===== config.mk =====
export PLATFORM = sky130hd
export DESIGN_NAME = alu_arbiter_flat
export DESIGN_NICKNAME = d
export VERILOG_FILES = /design/src/rtl/alu_arbiter_pkg.sv /design/src/rtl/alu_arbiter_if.sv /design/src/rtl/alu_arbiter_alu.sv /design/src/rtl/alu_arbiter.sv /design/src/flat_wrapper.sv
export SDC_FILE = /design/constraint.sdc
export NUM_CORES = 1
export LEC_CHECK = 0
export ABC_AREA = 1
export CAP_MARGIN = 20
export CORE_MARGIN = 5
export CORE_UTILIZATION = 30
export CTS_BUF_LIST = sky130_fd_sc_hd__clkbuf_8
export DETAILED_ROUTE_END_ITERATION = 7
export HOLD_SLACK_MARGIN = 0.05
export PLACE_DENSITY = 0.54
export SLEW_MARGIN = 10
export SYNTH_ARGS = -nofsm -noshare
export SYNTH_HDL_FRONTEND = slang
export SYNTH_HIERARCHICAL = 1
export SYNTH_SLANG_ARGS = --single-unit

===== constraint.sdc =====
create_clock -name clk -period 2.9 [get_ports clk]
set_clock_uncertainty 0.2 [all_clocks]
set_input_delay 0.725 -clock clk [delete_from_list [all_inputs] [get_ports clk]]
set_output_delay 0.725 -clock clk [all_outputs]
set_load 0.05 [all_outputs]

===== src/rtl/alu_arbiter_pkg.sv =====
// Shared definitions for the two-requester ALU arbiter: FSM state codes,
// ALU op codes and the packed records passed between arbiter and ALU.
package alu_arbiter_pkg;

  localparam int DATA_W = 16;

  typedef logic [DATA_W-1:0] data_t;

  // FSM state encoding, kept as plain constants for legacy tools.
  localparam logic [1:0] ST_IDLE = 2'd0;
  localparam logic [1:0] ST_EXEC = 2'd1;
  localparam logic [1:0] ST_HOLD = 2'd2;

  // ALU op encoding.
  localparam logic OP_ADD = 1'b0;
  localparam logic OP_SUB = 1'b1;

  // Operation captured from the granted requester.
  typedef struct packed {
    data_t a;
    data_t b;
    logic  op;
    logic  id;
  } operand_t;

  // Combinational ALU result bundle.
  typedef struct packed {
    data_t result;
    logic  cout;
    logic  zero;
  } alu_out_t;

  function automatic logic is_zero(input data_t v);
    return (v == '0);
  endfunction

endpackage


===== src/rtl/alu_arbiter_if.sv =====
// Request/response bundle between two ALU requesters, the arbiter and the
// response consumer. The slave modport is the arbiter's view.
interface alu_arbiter_if;
  import alu_arbiter_pkg::*;

  logic  req0_valid;
  logic  req0_ready;
  data_t req0_a;
  data_t req0_b;
  logic  req0_op;

  logic  req1_valid;
  logic  req1_ready;
  data_t req1_a;
  data_t req1_b;
  logic  req1_op;

  logic  rsp_valid;
  logic  rsp_ready;
  logic  rsp_id;
  data_t rsp_result;
  logic  rsp_cout;
  logic  rsp_zero;

  modport slave (
    input  req0_valid, req0_a, req0_b, req0_op,
    input  req1_valid, req1_a, req1_b, req1_op,
    output req0_ready, req1_ready,
    output rsp_valid, rsp_id, rsp_result, rsp_cout, rsp_zero,
    input  rsp_ready
  );

  modport master (
    output req0_valid, req0_a, req0_b, req0_op,
    output req1_valid, req1_a, req1_b, req1_op,
    input  req0_ready, req1_ready,
    input  rsp_valid, rsp_id, rsp_result, rsp_cout, rsp_zero,
    output rsp_ready
  );

endinterface


===== src/rtl/alu_arbiter_alu.sv =====
// Shared 16-bit add/subtract unit. Subtraction is a + ~b + 1, so cout=1
// means "no borrow". Purely combinational.
module alu_arbiter_alu
  import alu_arbiter_pkg::*;
(
  input  data_t    a,
  input  data_t    b,
  input  logic     op,
  output alu_out_t out
);

  logic [DATA_W:0]   sum;
  logic [DATA_W-1:0] b_eff;
  logic              carry_in;

  // One adder serves both ops: invert b and inject a carry for SUB.
  always_comb begin
    // NOTE: every signal driven here gets a value on every path, so no latch is inferred.
    carry_in   = (op == OP_SUB);
    b_eff      = carry_in ? ~b : b;
    sum        = {1'b0, a} + {1'b0, b_eff} + {{DATA_W{1'b0}}, carry_in};
    out.result = sum[DATA_W-1:0];
    out.cout   = sum[DATA_W];
    out.zero   = is_zero(sum[DATA_W-1:0]);
  end

endmodule


===== src/rtl/alu_arbiter.sv =====
// Two-requester arbiter in front of one shared ALU. One operation in
// flight at a time: IDLE accepts, EXEC computes from captured operands,
// HOLD presents the registered response until the consumer takes it.
module alu_arbiter
  import alu_arbiter_pkg::*;
#(
  parameter int RR_EN = 1  // 1: round-robin on ties, 0: requester 0 always wins
) (
  input  logic          clk,
  input  logic          rst_n,
  alu_arbiter_if.slave  bus
);

  logic [1:0] state_q;
  logic [1:0] state_d;
  logic       last_grant_q;
  logic       grant_id;
  logic       accept;
  logic       any_valid;
  operand_t   grant_opnd;
  operand_t   opnd_q;
  alu_out_t   alu_out;

  data_t      rsp_result_q;
  logic       rsp_cout_q;
  logic       rsp_zero_q;
  logic       rsp_id_q;

  // Pick the requester to serve this cycle; ready is also held off during reset.
  always_comb begin
    any_valid = bus.req0_valid | bus.req1_valid;
    if (RR_EN != 0) begin
      grant_id = (bus.req0_valid && bus.req1_valid) ? ~last_grant_q : bus.req1_valid;
    end else begin
      grant_id = ~bus.req0_valid;
    end
    accept = rst_n && (state_q == ST_IDLE) && any_valid;
  end

  assign bus.req0_ready = accept && (grant_id == 1'b0);
  assign bus.req1_ready = accept && (grant_id == 1'b1);

  // Operand bundle of whichever requester is granted.
  always_comb begin
    if (grant_id) begin
      grant_opnd = '{a: bus.req1_a, b: bus.req1_b, op: bus.req1_op, id: 1'b1};
    end else begin
      grant_opnd = '{a: bus.req0_a, b: bus.req0_b, op: bus.req0_op, id: 1'b0};
    end
  end

  // FSM next-state: the HOLD exit is the only place rsp_ready is looked at.
  always_comb begin
    state_d = state_q;
    case (state_q)
      ST_IDLE: if (accept) state_d = ST_EXEC;
      ST_EXEC: state_d = ST_HOLD;
      ST_HOLD: if (bus.rsp_ready) state_d = ST_IDLE;
      default: state_d = ST_IDLE;
    endcase
  end

  // FSM state register.
  always_ff @(posedge clk or negedge rst_n) begin
    // NOTE: sequential state uses non-blocking assignments so all flops update together.
    if (!rst_n) begin
      state_q <= ST_IDLE;
    end else begin
      state_q <= state_d;
    end
  end

  // Capture the granted operation and remember who won, only on an accept.
  always_ff @(posedge clk or negedge rst_n) begin
    // NOTE: operand registers are reset so a discarded operation leaves no stale data behind.
    if (!rst_n) begin
      opnd_q       <= '0;
      last_grant_q <= 1'b1;
    end else if (accept) begin
      opnd_q       <= grant_opnd;
      last_grant_q <= grant_id;
    end
  end

  alu_arbiter_alu u_alu (
    .a   (opnd_q.a),
    .b   (opnd_q.b),
    .op  (opnd_q.op),
    .out (alu_out)
  );

  // Register the ALU result at the end of EXEC; it then holds through HOLD.
  always_ff @(posedge clk or negedge rst_n) begin
    if (!rst_n) begin
      rsp_result_q <= '0;
      rsp_cout_q   <= 1'b0;
      rsp_zero_q   <= 1'b0;
      rsp_id_q     <= 1'b0;
    end else if (state_q == ST_EXEC) begin
      rsp_result_q <= alu_out.result;
      rsp_cout_q   <= alu_out.cout;
      rsp_zero_q   <= alu_out.zero;
      rsp_id_q     <= opnd_q.id;
    end
  end

  // Valid follows the state directly, so reset drops it without waiting for a clock.
  assign bus.rsp_valid  = (state_q == ST_HOLD);
  assign bus.rsp_result = rsp_result_q;
  assign bus.rsp_cout   = rsp_cout_q;
  assign bus.rsp_zero   = rsp_zero_q;
  assign bus.rsp_id     = rsp_id_q;

endmodule


===== src/flat_wrapper.sv =====
// flat-port wrapper written by rule: the top's interface ports become plain ports
module alu_arbiter_flat import alu_arbiter_pkg::*;
#(
  parameter int RR_EN = 1                                                       
)
  (clk, rst_n, bus_req0_valid, bus_req0_a, bus_req0_b, bus_req0_op, bus_req1_valid, bus_req1_a, bus_req1_b, bus_req1_op, bus_req0_ready, bus_req1_ready, bus_rsp_valid, bus_rsp_id, bus_rsp_result, bus_rsp_cout, bus_rsp_zero, bus_rsp_ready);
  alu_arbiter_if bus_i ();
  input  logic clk;
  input  logic rst_n;
  input wire logic [$bits(bus_i.req0_valid)-1:0] bus_req0_valid;
  input wire logic [$bits(bus_i.req0_a)-1:0] bus_req0_a;
  input wire logic [$bits(bus_i.req0_b)-1:0] bus_req0_b;
  input wire logic [$bits(bus_i.req0_op)-1:0] bus_req0_op;
  input wire logic [$bits(bus_i.req1_valid)-1:0] bus_req1_valid;
  input wire logic [$bits(bus_i.req1_a)-1:0] bus_req1_a;
  input wire logic [$bits(bus_i.req1_b)-1:0] bus_req1_b;
  input wire logic [$bits(bus_i.req1_op)-1:0] bus_req1_op;
  output wire logic [$bits(bus_i.req0_ready)-1:0] bus_req0_ready;
  output wire logic [$bits(bus_i.req1_ready)-1:0] bus_req1_ready;
  output wire logic [$bits(bus_i.rsp_valid)-1:0] bus_rsp_valid;
  output wire logic [$bits(bus_i.rsp_id)-1:0] bus_rsp_id;
  output wire logic [$bits(bus_i.rsp_result)-1:0] bus_rsp_result;
  output wire logic [$bits(bus_i.rsp_cout)-1:0] bus_rsp_cout;
  output wire logic [$bits(bus_i.rsp_zero)-1:0] bus_rsp_zero;
  input wire logic [$bits(bus_i.rsp_ready)-1:0] bus_rsp_ready;
  assign bus_i.req0_valid = bus_req0_valid;
  assign bus_i.req0_a = bus_req0_a;
  assign bus_i.req0_b = bus_req0_b;
  assign bus_i.req0_op = bus_req0_op;
  assign bus_i.req1_valid = bus_req1_valid;
  assign bus_i.req1_a = bus_req1_a;
  assign bus_i.req1_b = bus_req1_b;
  assign bus_i.req1_op = bus_req1_op;
  assign bus_req0_ready = bus_i.req0_ready;
  assign bus_req1_ready = bus_i.req1_ready;
  assign bus_rsp_valid = bus_i.rsp_valid;
  assign bus_rsp_id = bus_i.rsp_id;
  assign bus_rsp_result = bus_i.rsp_result;
  assign bus_rsp_cout = bus_i.rsp_cout;
  assign bus_rsp_zero = bus_i.rsp_zero;
  assign bus_i.rsp_ready = bus_rsp_ready;
  alu_arbiter #(.RR_EN(RR_EN)) u_core (.clk(clk), .rst_n(rst_n), .bus(bus_i));
endmodule

# Yosys cells after proc, flatten, opt, wreduce, memory -nomap -nowiden
# Index checks and enable logic that the tools add are counted.
[word_totals]
ff_bits = 56
input_bits = 71
output_inout_bits = 22
word_cells = 34
[classes]
addsub = 2
n_eq_ne = 4
n_mux = 6
bitwise = 4
reduce_logical = 8
[op_table]
columns = ["op", "count"]
rows = [
  ["34-bit 2-to-1 mux", 1],
  ["16-bit by 16-bit adder with 17-bit output", 1],
  ["17-bit by 1-bit adder with 17-bit output", 1],
  ["16-bit zero test", 1],
  ["16-bit 2-to-1 mux", 1],
  ["16-bit inverter", 1],
  ["2-bit case mux with 3 select lines", 1],
  ["1-bit logical AND", 5],
  ["2-bit 2-to-1 mux", 2],
  ["2-bit by 1-bit != test with 1-bit output, second input constant", 2],
  ["2-bit by 1-bit == test with 1-bit output, second input constant", 1],
  ["2-bit == test, second input constant", 1],
  ["2-bit zero test", 1],
  ["1-bit inverter", 2],
  ["2-bit AND reduction", 1],
  ["1-bit 2-to-1 mux", 1],
  ["1-bit OR", 1],
]

# Longest topological paths before layout
[logic_depth]
word_depth = 5
mapped_depth = 19
depth_no_buf = 19

# Hierarchy
# Netlist, hierarchy kept.
[modules_own_cells]
columns = ["mod", "instances", "cells_each", "area_per_inst_um2", "seq_area_each_um2"]
rows = [
  ["alu_arbiter", 1, 355, 2710.1, 1402.6],
  ["alu_arbiter_alu", 1, 255, 1358.8, 0.0],
]

# Worst setup path after synthesis
# No wires, ideal clock.
[synth_timing]
kind = "input to output"
from = "input port bus_req1_valid"
to = "output port bus_req0_ready"
t_arrival_ns = 1.856
required_ns = 1.975
path_slack_ns = 0.119
stages = 6
path_buffers = 2
cell_sequence = "buf_6 nor2_4 inv_2 nand3_4 buf_4 nor2_1"
[synth_via]
elab_chain_len = 4
word_cells_on_any_way = 6
cone_classes = "mux: 1; bitwise: 2; reduce/logical: 3"
[synth_lines]
columns = ["element", "line_no", "text"]
rows = [
  ["from (decl)", "flat_wrapper.sv:14", "input wire logic [$bits(bus_i.req1_valid)-1:0] bus_req1_valid;"],
  ["1-bit logical AND", "alu_arbiter.sv:33", "grant_id = (bus.req0_valid && bus.req1_valid) ? ~last_grant_q : bus.req1_valid;"],
  ["1-bit 2-to-1 mux", "alu_arbiter.sv:33", ""],
  ["1-bit inverter", "alu_arbiter.sv:40", "assign bus.req0_ready = accept && (grant_id == 1'b0);"],
  ["1-bit logical AND *", "alu_arbiter.sv:40", ""],
  ["to (decl)", "flat_wrapper.sv:18", "output wire logic [$bits(bus_i.req0_ready)-1:0] bus_req0_ready;"],
]
# Mark *: on every way between the ends. The rest lies on a longest branch, timed or not.

# Final worst setup path
# Ends and elaborated chain as after synthesis.

==> impl_metrics.yaml <==
finish:
  post_route_cells_drive_above_1_share: 0.0875
  fin_util: 0.394
  finished_layout_cells: 873
  total_area_of_multi_input_combinational_cells_sq_um: 2260
  area_delta_synth_final_pct: 28.8
  num-nets-final: 784
  seqCellArea_sq_um: 1400
  fillers: 1458
  antenna_cells: 0
floorplanning:
  design.die.area_sq_um: 16000
  die_w_um: 126
  rows: 42
  io_pins: 93
  dieHeight_um: 126
  core_region_area_sq_um: 13300
  initial_utilization: 0.306
placement:
  dpl.cell_count: 864
  port_buffers: 92
  gp_congestion: 0.910
  hpwl_um: 9070
sta:
  timing_hold_violations_final: 0
  setup_total_negative_slack_ps: 0
  unrepaired_setup_endpoints_after_global_routing: "no"
  max_freq_mhz: 359
  final_min_period_over_clock_period: 0.961
  relSlewSlack: 0.542
  maxSlewViolCount: 0
  worstMarginPinSlew_ps: 687
  timing.final.setup_violations: 0
  fin_crit_ps: 2790
power:
  leakage_nw: 2.86
  vdd_ir_drop_max_uv: 333
  pwr_density_cell_nw_per_um2: 1210
setup_path:
  setup.worst_path.start: "bus_req1_valid"
  path_max_fanout: 3
  timing.critical_path.from_type: "input pin"
  critical_path.reg2reg.startpoint: "u_core/opnd_q[1]"
  setup.worst_path.class: "in -> out"
  worst_setup_path_end_kind: "primary output"
  cp_data_arrival_time_ps: 1860
  crit_required_ps: 1980
routing:
  drt.antenna.violating_nets: 0
  route.detailed.wl_per_inst_um: 12.5
  drt_first_iter_violations: 186
  drc: 0
  route.vias.total: 3805
  drt_pass1_iterations: 4
  via_per_inst: 4.36
  totalWireLength_um: 10900
yosys:
  top_area_cells_in_the_synthesized_netlist: "sky130_fd_sc_hd__dfrtp_1 (34%), sky130_fd_sc_hd__nand2_1 (27%), sky130_fd_sc_hd__nand3_1 (8.5%)"
  synth.distinct_cells: 31
  synth_seq_area_share: 0.345
  synthesis.area_sq_um: 4070
  syn-instance-count: 610
  synth_top_area_frac: 0.338
  synth.largest_area_cell: "sky130_fd_sc_hd__dfrtp_1"
  yosys_warnings: 6
  postSynthRegisterBits: 56
  net_count_after_synthesis: 698
  syn_area_per_cell_sq_um: 6.67
grt:
  number_of_global_route_vias_before_repair: 3828
  grt_util_all_layers: 0.139
  grt_pass1_wl_um: 18400
  grt_antenna_before_repair: 0
  globalRoute.totalOverflow: 0
  maximum_number_of_pins_on_one_net_before_global_route_repair: 57
clock_network:
  cts_buffers: 5
  clkSlewWorstSetupHoldPaths_ps: 90
  cts_hold_buffers: 0
  cts.path.max_buffers: 2
  worst_skew_pair.late_latency_ps: 310
  cts-root-buf: "sky130_fd_sc_hd__clkbuf_8"
  cts_tree: "built"
  clock_sink_count: 56
  htreeDepth: 2
flow_run:
  drv.max_cap_violation_count: 0
outcome:
  status: "finished clean"
hold_path:
  holdCritStartpoint: "u_core/bus.rsp_result[7]"
  path_category_of_the_worst_min_delay_check: "reg -> reg"
## routing by layer
metal / part of all wire / track usage
met1: 0.49 / 0.194
met2: 0.44 / 0.224
met3: 0.048 / 0.0265
met4: 0.015 / 0.0334
met5: 0 / 0
## area by class of cell
class | count | area share
clock buffers | 5 | 0.0131
clock inverters | 3 | 0.00406
inverters | 62 | 0.0444
multi-input cells | 468 | 0.432
flip-flops and latches | 56 | 0.268
well taps | 176 | 0.0420
repair buffers | 103 | 0.196
## cell families after synthesis
kind of cell / count (synthesis) / share of synthesized area
AND/OR/NAND/NOR: 425 / 0.455
buffers and inverters: 86 / 0.0990
flip-flops: 56 / 0.345
adder cells (fa/ha/maj): 17 / 0.0541
XOR/XNOR: 15 / 0.0323
AO/OA/AOI/OAI: 11 / 0.0151
## stage by stage
stage	setup slack, ps	area (sq um)	power (mW)	hold slack (ps)
floorplan	119	4070	4.72	229
global placement	106	5140	5.91	256
detailed placement	94.7	5140	5.94	259
CTS	93.4	5230	6.41	284
global route	20.9	5240	7.06	304
finish	112	5240	6.34	279
## registers in the layout, indices dropped and copies added (netlist names)
| signal | flops |
|---|---|
| u_core/bus.rsp_cout | 1 |
| u_core/bus.rsp_id | 1 |
| u_core/bus.rsp_result | 16 |
| u_core/bus.rsp_zero | 1 |
| u_core/last_grant_q | 1 |
| u_core/opnd_q | 34 |
| u_core/state_q | 2 |
## where the power goes
group | internal (mW) | switching (mW) | leakage (nW)
logic | 1.62 | 2.91 | 2.12
clock network | 0.172 | 0.264 | 0.0445
registers | 1.12 | 0.258 | 0.700
total | 2.91 | 3.43 | 2.86
## Yosys cell counts (all sizes together)
master	number
xor2	14
nor3	2
xnor2	1
dfstp	1
o21bai	1
or2	1
buf	18
fa	1
inv	62
and2	1
clkbuf	6
nand4	5
nand3	74
dfrtp	55
a21oi	9
o21ai	1
nor2	23
nand3b	4
nand2	315
ha	16
## cell usage in the layout (no fill, tap or decap), types with 3 or more instances in the layout
cell and count:
sky130_fd_sc_hd__nand2_1 297, sky130_fd_sc_hd__clkdlybuf4s50_1 88, sky130_fd_sc_hd__nand3_1 69, sky130_fd_sc_hd__inv_1 59
sky130_fd_sc_hd__dfrtp_1 54, sky130_fd_sc_hd__nand2_2 17, sky130_fd_sc_hd__nor2_1 16, sky130_fd_sc_hd__ha_1 16
sky130_fd_sc_hd__xor2_1 14, sky130_fd_sc_hd__buf_4 11, sky130_fd_sc_hd__a21oi_1 8, sky130_fd_sc_hd__clkbuf_8 5
sky130_fd_sc_hd__nand4_1 5, sky130_fd_sc_hd__nor2_4 4, sky130_fd_sc_hd__nand3_2 4, sky130_fd_sc_hd__nand3b_1 4
sky130_fd_sc_hd__buf_12 3, sky130_fd_sc_hd__inv_2 3, sky130_fd_sc_hd__nor2_2 3
## worst max-delay path: stages
cell	delay, ps
sky130_fd_sc_hd__clkdlybuf4s50_1	590
sky130_fd_sc_hd__nor2_4	80
sky130_fd_sc_hd__inv_2	70
sky130_fd_sc_hd__nand3_4	50
sky130_fd_sc_hd__nor2_1	180
sky130_fd_sc_hd__buf_12	170
## worst paths after layout
path / end / slack (ps) / depth (start not counted)
max in group asynchronous: u_core/opnd_q[1] / 1520 / 2
hold / removal: u_core/bus.rsp_result[7] / 280 / 2
setup reg to reg: u_core/bus.rsp_zero / 270 / 16
setup / recovery: bus_req0_ready / 110 / 6
hold reg to reg: u_core/bus.rsp_result[7] / 280 / 2
min in group asynchronous: u_core/state_q[1] / 480 / 2
## timing repair
item	4_1_cts	5_1_grt
gates resized for setup	0	1
buffers inserted	0	1
endpoints found under the setup margin	0	1
Power figures use the tool's default switching activity.
==> patch 1 (same settings) <==
`RR_EN` is set to 1 in 2 places; all go to 0.
--- a/src/rtl/alu_arbiter.sv
+++ b/src/rtl/alu_arbiter.sv
@@ -5,5 +5,5 @@
   import alu_arbiter_pkg::*;
 #(
-  parameter int RR_EN = 1  // 1: round-robin on ties, 0: requester 0 always wins
+  parameter int RR_EN = 0  // 1: round-robin on ties, 0: requester 0 always wins
 ) (
   input  logic          clk,
--- a/src/flat_wrapper.sv
+++ b/src/flat_wrapper.sv
@@ -2,5 +2,5 @@
 module alu_arbiter_flat import alu_arbiter_pkg::*;
 #(
-  parameter int RR_EN = 1                                                       
+  parameter int RR_EN = 0                                                       
 )
   (clk, rst_n, bus_req0_valid, bus_req0_a, bus_req0_b, bus_req0_op, bus_req1_valid, bus_req1_a, bus_req1_b, bus_req1_op, bus_req0_ready, bus_req1_ready, bus_rsp_valid, bus_rsp_id, bus_rsp_result, bus_rsp_cout, bus_rsp_zero, bus_rsp_ready);
Formal check against the unedited RTL: not equivalent (Yosys sat finds a counterexample within 4 cycles, from zero or initial values and one cycle with rst_n low).
==> patch 1 against the original RTL <==
Sequential share of layout area down 0.32 points. Register-to-register slack about the same. Critical endpoint unchanged. Total power down 7.9%. Global-route usage down 0.59 points. Sequential cell count down 1. Setup slack worse by 0.013 ns. Synthesized cell count down 0.49%. Critical path depth unchanged. Wire length down 4.9%. Synthesized area down 0.40%. Final area down 0.67%. Largest power group unchanged. First-iteration DRC count down 27%. Non-clock buffer count down 1.
==> patch 1: results (changes against the original RTL) <==
stage,metric,value,unit,change
worst_hold_path,worst hold path endpoint,u_core/bus.rsp_result[14],,
power_and_ir_drop,internal power,2.70,mW,-6.9%
logic_synthesis,most frequent cells after synthesis,"nand2_1, nand3_1, inv_1",,
finish,share of layout cells above drive strength 1,8.80,%,+0.051 points
routing,WL met2,4710,um,-2.6%
setup_path,CP arrival,1.88,ns,+0.02 ns
placement,pre-CTS setup slack,0.0953,ns,+0.000589 ns
worst_hold_path,min-delay src,u_core/bus.rsp_result[14],,
setup_path,CP peak stage delay,0.56,ns,-0.03 ns
grt,vias in the first global route,3728,,-2.6%
setup_path,"Max FO, Critical Path",13,,+10
routing,drt via density,4.28,,-1.9%
power_and_ir_drop,VDD IR max,0.298,mV,-11%
cts,total CTS buffers,5,,unchanged
cts,cts hold-fix bufs,1,,+1
cts,CTS H-tree lvls,2,,unchanged
finish,filler cell count,1458,,unchanged
timing,slew margin rel.,53.9,%,-0.25 points
grt,largest net degree at the start of global routing,36,,-37%
cts,clock root buffer,clkbuf_8,,
setup_path,RR Startpoint,u_core/opnd_q[1],,
logic_synthesis,Synth area leaders,"dfrtp_1, nand2_1, nand3_1",,
cts,Post-CTS Setup Inserts,0,,unchanged
setup_path,FF-to-FF path depth,13,,-3
grt,met2 usage,21.8,%,-0.54 points
logic_synthesis,Ys Warns,6,,unchanged
grt,Global Route Usage Sum,13.3,%,-0.59 points
logic_synthesis,register area share after synthesis,34.0,%,-0.51 points
grt,GR Util met1,18.8,%,-0.60 points
routing,Total Routed Length,10400,um,-4.9%
logic_synthesis,fraction of registers with async set/reset,100,%,unchanged
logic_synthesis,Post-Syn Nets,695,,-0.43%
worst_hold_path,WHS Path Cells,2,,unchanged
logic_synthesis,Netlist cell types,29,,-6.5%
power_and_ir_drop,Leak,2.86,nW,about the same
routing,metal3 WL,413,um,-22%
routing,drt first pass iters,4,,unchanged
placement,hpwl dp,8700,um,-4.1%
run_status,status,completed,,
power_and_ir_drop,Logic pwr share,70.6,%,-0.8 points
routing,Iter 0 DRT Violations,136,,-27%
power_and_ir_drop,P_clk,426,uW,-2%
setup_path,"slowest stage cell, crit path",clkdlybuf4s50_1,,
placement,routability cong.,0.891,,-2.2%
grt,first-pass GRT wire length,17900,um,-2.7%
routing,WL met1,5250,um,-3.1%
finish,Layout Nets,780,,-0.51%
grt,M3 GR Usage,2.37,%,-0.28 points
[patch 1: cell count changes after synthesis, moves of 2 or more]
cell	change
buf_4	+2
nand2_1	-5
buf_2	+5
clkbuf_1	-6
[patch 1: area by class of cell]
cell class                      instances  share of cell area, %
Multi-Input combinational cell        463                   43.4
Inverter                               65                   4.78
Clock buffer                            5                   1.32
Tap cell                              176                   4.23
Timing Repair Buffer                  102                   19.4
Sequential cell                        55                   26.5
Clock inverter                          3                  0.409
[patch 1: worst max-delay path: cells and delay by family]
family | cells | cell delay [ns]
and+or+nand+nor | 3 | 0.33
buffers and inverters | 3 | 0.81
[patch 1: per-stage QoR]
step | std cells | total power [mW] | instance area, um2 | utilization [%] | hold slack [ns]
2_1_floorplan | 607 | 4.37 | 4050 | - | 0.229
3_3_place_gp | 860 | 5.42 | 5100 | 38.5 | 0.255
3_5_place_dp | 860 | 5.46 | 5100 | 38.5 | 0.257
4_1_cts | 869 | 5.91 | 5200 | 39.2 | 0.284
5_1_grt | 869 | 6.49 | 5200 | 39.3 | 0.306
6_report | 869 | 5.84 | 5200 | 39.3 | 0.277
[patch 1: worst max-delay path by stage]
stage	from	end	slack, ns
after floorplan	bus_req0_valid	bus_req0_ready	0.07
after global placement	bus_req0_valid	bus_req0_ready	0.10
after detailed placement	bus_req0_valid	bus_req0_ready	0.1
after CTS	bus_req0_valid	bus_req0_ready	0.08
after global routing	u_core/opnd_q[1]	u_core/bus.rsp_zero	0.02
final	bus_req0_valid	bus_req0_ready	0.1
[patch 1: cell families (layout without fill, tap and decap cells)]
logic type	count (synthesis)	count (layout)	synth area share, %
xor+xnor	15	15	3.24
fa+ha+maj	17	17	5.43
buf+inv	89	175	10.5
simple gates	419	419	45.2
flops	55	55	34.0
compound gates	12	12	1.64
==> patch 2 (config.mk and constraints unchanged) <==
Without the edit above. Make the reset (`rst_n`) synchronous in 3 clocked blocks.
--- a/src/rtl/alu_arbiter.sv
+++ b/src/rtl/alu_arbiter.sv
@@ -62,5 +62,5 @@
 
   // FSM state register.
-  always_ff @(posedge clk or negedge rst_n) begin
+  always_ff @(posedge clk) begin
     // NOTE: sequential state uses non-blocking assignments so all flops update together.
     if (!rst_n) begin
@@ -72,5 +72,5 @@
 
   // Capture the granted operation and remember who won, only on an accept.
-  always_ff @(posedge clk or negedge rst_n) begin
+  always_ff @(posedge clk) begin
     // NOTE: operand registers are reset so a discarded operation leaves no stale data behind.
     if (!rst_n) begin
@@ -91,5 +91,5 @@
 
   // Register the ALU result at the end of EXEC; it then holds through HOLD.
-  always_ff @(posedge clk or negedge rst_n) begin
+  always_ff @(posedge clk) begin
     if (!rst_n) begin
       rsp_result_q <= '0;
Check against the original RTL: differs if rst_n is asserted again (counterexample within 4 cycles, from zero or initial values and one cycle with rst_n low); with rst_n held inactive, the same outputs for 10 cycles.
==> patch 2 against the original RTL <==
Final area shrank 3.6%. Count of clock-buffer cells in the layout is the same. Synthesized area fell by 4.9%. Wire length down 7.8%. Sequential cell count is the same. Hold slack better by 0.00072 ns. Global-route usage is 0.19 points higher. Fmax fell by 0.23%. Setup slack lost 0.0063 ns. Synthesized cell count up 0.66%. Critical path type unchanged. Critical endpoint unchanged. Highest routed layer unchanged.
Power is not compared: it rests on default switching activity, and its combinational part moved more than twofold at a synthesized area within 25%.
==> patch 2: results (changes against the original RTL) <==
stage,metric,value,unit,change
run_status,status,completed,,
cts,total CTS buffers,5,,unchanged
worst_hold_path,min-delay src,u_core/opnd_q[32],,
setup_path,FF-to-FF path depth,14,,-2
setup_path,"slowest stage cell, crit path",clkdlybuf4s50_1,,
setup_path,"Max FO, Critical Path",4,,+1
placement,input/output buffers,92,,unchanged
finish,Largest register FFs,34,,unchanged
setup_path,RR Startpoint,u_core/opnd_q[1],,
logic_synthesis,fraction of registers with async set/reset,0,%,-100 points
setup_path,Reg2Reg Setup Slack,0.35,ns,+0.08 ns
routing,Total Routed Length,10100,um,-7.8%
power_and_ir_drop,Leak,2.43,nW,
grt,first-pass GRT wire length,17700,um,-3.9%
finish,Layout Nets,785,,+0.13%
logic_synthesis,most frequent cells after synthesis,"nand2_1, inv_1, dfxtp_1",,
logic_synthesis,xor/xnor share of the synthesized area,3.39,%,+0.17 points
logic_synthesis,Synth area leaders,"dfxtp_1, nand2_1, nand3_1",,
logic_synthesis,post-synthesis compound-gate area fraction,9.63,%,+8.1 points
setup_path,R2R Path End,u_core/bus.rsp_zero,,
logic_synthesis,register area share after synthesis,29.0,%,-5.5 points
logic_synthesis,Ys Warns,6,,unchanged
logic_synthesis,post-synthesis mux area share,0,%,unchanged
routing,drt via density,4.38,,+0.48%
grt,initial antenna violation count,0,,unchanged
grt,Global Route Usage Sum,14.1,%,+0.19 points
timing,slew margin rel.,65.8,%,+12 points
finish,post-layout util,40.0,%,+0.61 points
cts,CTS H-tree lvls,2,,unchanged
setup_path,Worst setup endpoint,bus_req0_ready,,
grt,vias in the first global route,3758,,-1.8%
logic_synthesis,top_reg_cell synth,dfxtp_1,,
power_and_ir_drop,VDD IR max,0.187,mV,
placement,hpwl dp,8600,um,-5.2%
finish,ant diodes,0,,unchanged
cts,clock transition at the registers of the reported paths,0.10,ns,
routing,Iter 0 DRT Violations,160,,-14%
logic_synthesis,Netlist cell types,30,,-3.2%
placement,DP Area,4960,um2,-3.6%
cts,number of gates resized after cts,0,,unchanged
placement,routability cong.,0.857,,-5.8%
logic_synthesis,Post-Synth Adder-Cell Area,5.69,%,+0.28 points
finish,filler cell count,1413,,-3.1%
finish,share of layout cells above drive strength 1,9.60,%,+0.85 points
grt,largest net degree at the start of global routing,36,,-37%
logic_synthesis,Post-Syn Nets,702,,+0.57%
setup_path,CP peak stage delay,0.58,ns,
cts,Post-CTS Setup Inserts,0,,unchanged
## patch 2: changes by cell type after synthesis, moves of 2 or more
cell and delta:
a21oi_1 +24, a21oi_2 +11, buf_2 +2, buf_4 +3, buf_6 -3, dfrtp_1 -55
dfxtp_1 +56, nand2_1 -73, nand3_1 -18, nor2_1 +37, o21ai_0 +19
## patch 2: kinds of logic (layout without fill, tap and decap cells)
family | Yosys count | in the layout
AOI/OAI and AO/OA | 65 | 65
xor gates and xnor gates | 15 | 15
and+or+nand+nor | 371 | 371
adders and majority gates | 17 | 17
DFF | 56 | 56
buffers and inverters | 90 | 174
## patch 2: how the worst min path moves through the flow
| stage | slack [ns] | end | cells after the start |
|---|---|---|---|
| 6_report | 0.28 | u_core/opnd_q[32] | 2 |
| 3_3_place_gp | 0.26 | u_core/opnd_q[30] | 2 |
| 3_5_place_dp | 0.27 | u_core/opnd_q[20] | 2 |
| 2_1_floorplan | 0.24 | u_core/opnd_q[0] | 2 |
| 5_1_grt | 0.30 | u_core/opnd_q[20] | 2 |
| 4_1_cts | 0.28 | u_core/opnd_q[20] | 2 |
## patch 2: area by class of cell
| class | count | share of cell area [%] |
|---|---|---|
| Timing Repair Buffer | 102 | 20.7 |
| Multi-Input combinational cell | 468 | 46.3 |
| Sequential cell | 56 | 22.2 |
| Tap cell | 172 | 4.26 |
| Clock inverter | 3 | 0.421 |
| Inverter | 64 | 4.76 |
| Clock buffer | 5 | 1.36 |
## patch 2: power groups by stage
stage          Clock [mW]  Combinational [mW]  Sequential (mW)
6_report            0.436               0.815            0.868
3_3_place_gp            0               0.817            0.885
2_1_floorplan           0               0.465            0.975
4_1_cts             0.456               0.826            0.870
5_1_grt             0.493               0.915            0.878
3_5_place_dp            0               0.824            0.887
## patch 2: stage by stage
step | worst slack, ns | std cells | total power [mW]
global placement | 0.0746 | 862 | 1.70
finish | 0.106 | 870 | 2.12
global route | 0.0246 | 870 | 2.29
detailed placement | 0.0615 | 862 | 1.71
floorplan | 0.125 | 614 | 1.44
CTS | 0.0449 | 870 | 2.15
## patch 2: layer usage
metal / wire length (um) / global-route usage, % / share of wire [%]
met1: 5190 / 20.2 / 51
met2: 4320 / 22.5 / 43
met3: 538 / 2.72 / 5.3
met4: 47 / 2.28 / 0.47
met5: 0 / 0 / 0
## patch 2: worst max-delay path: cells and delay by family
kind | cells | cell delay, ns
buf+inv | 3 | 0.82
simple gates | 3 | 0.33
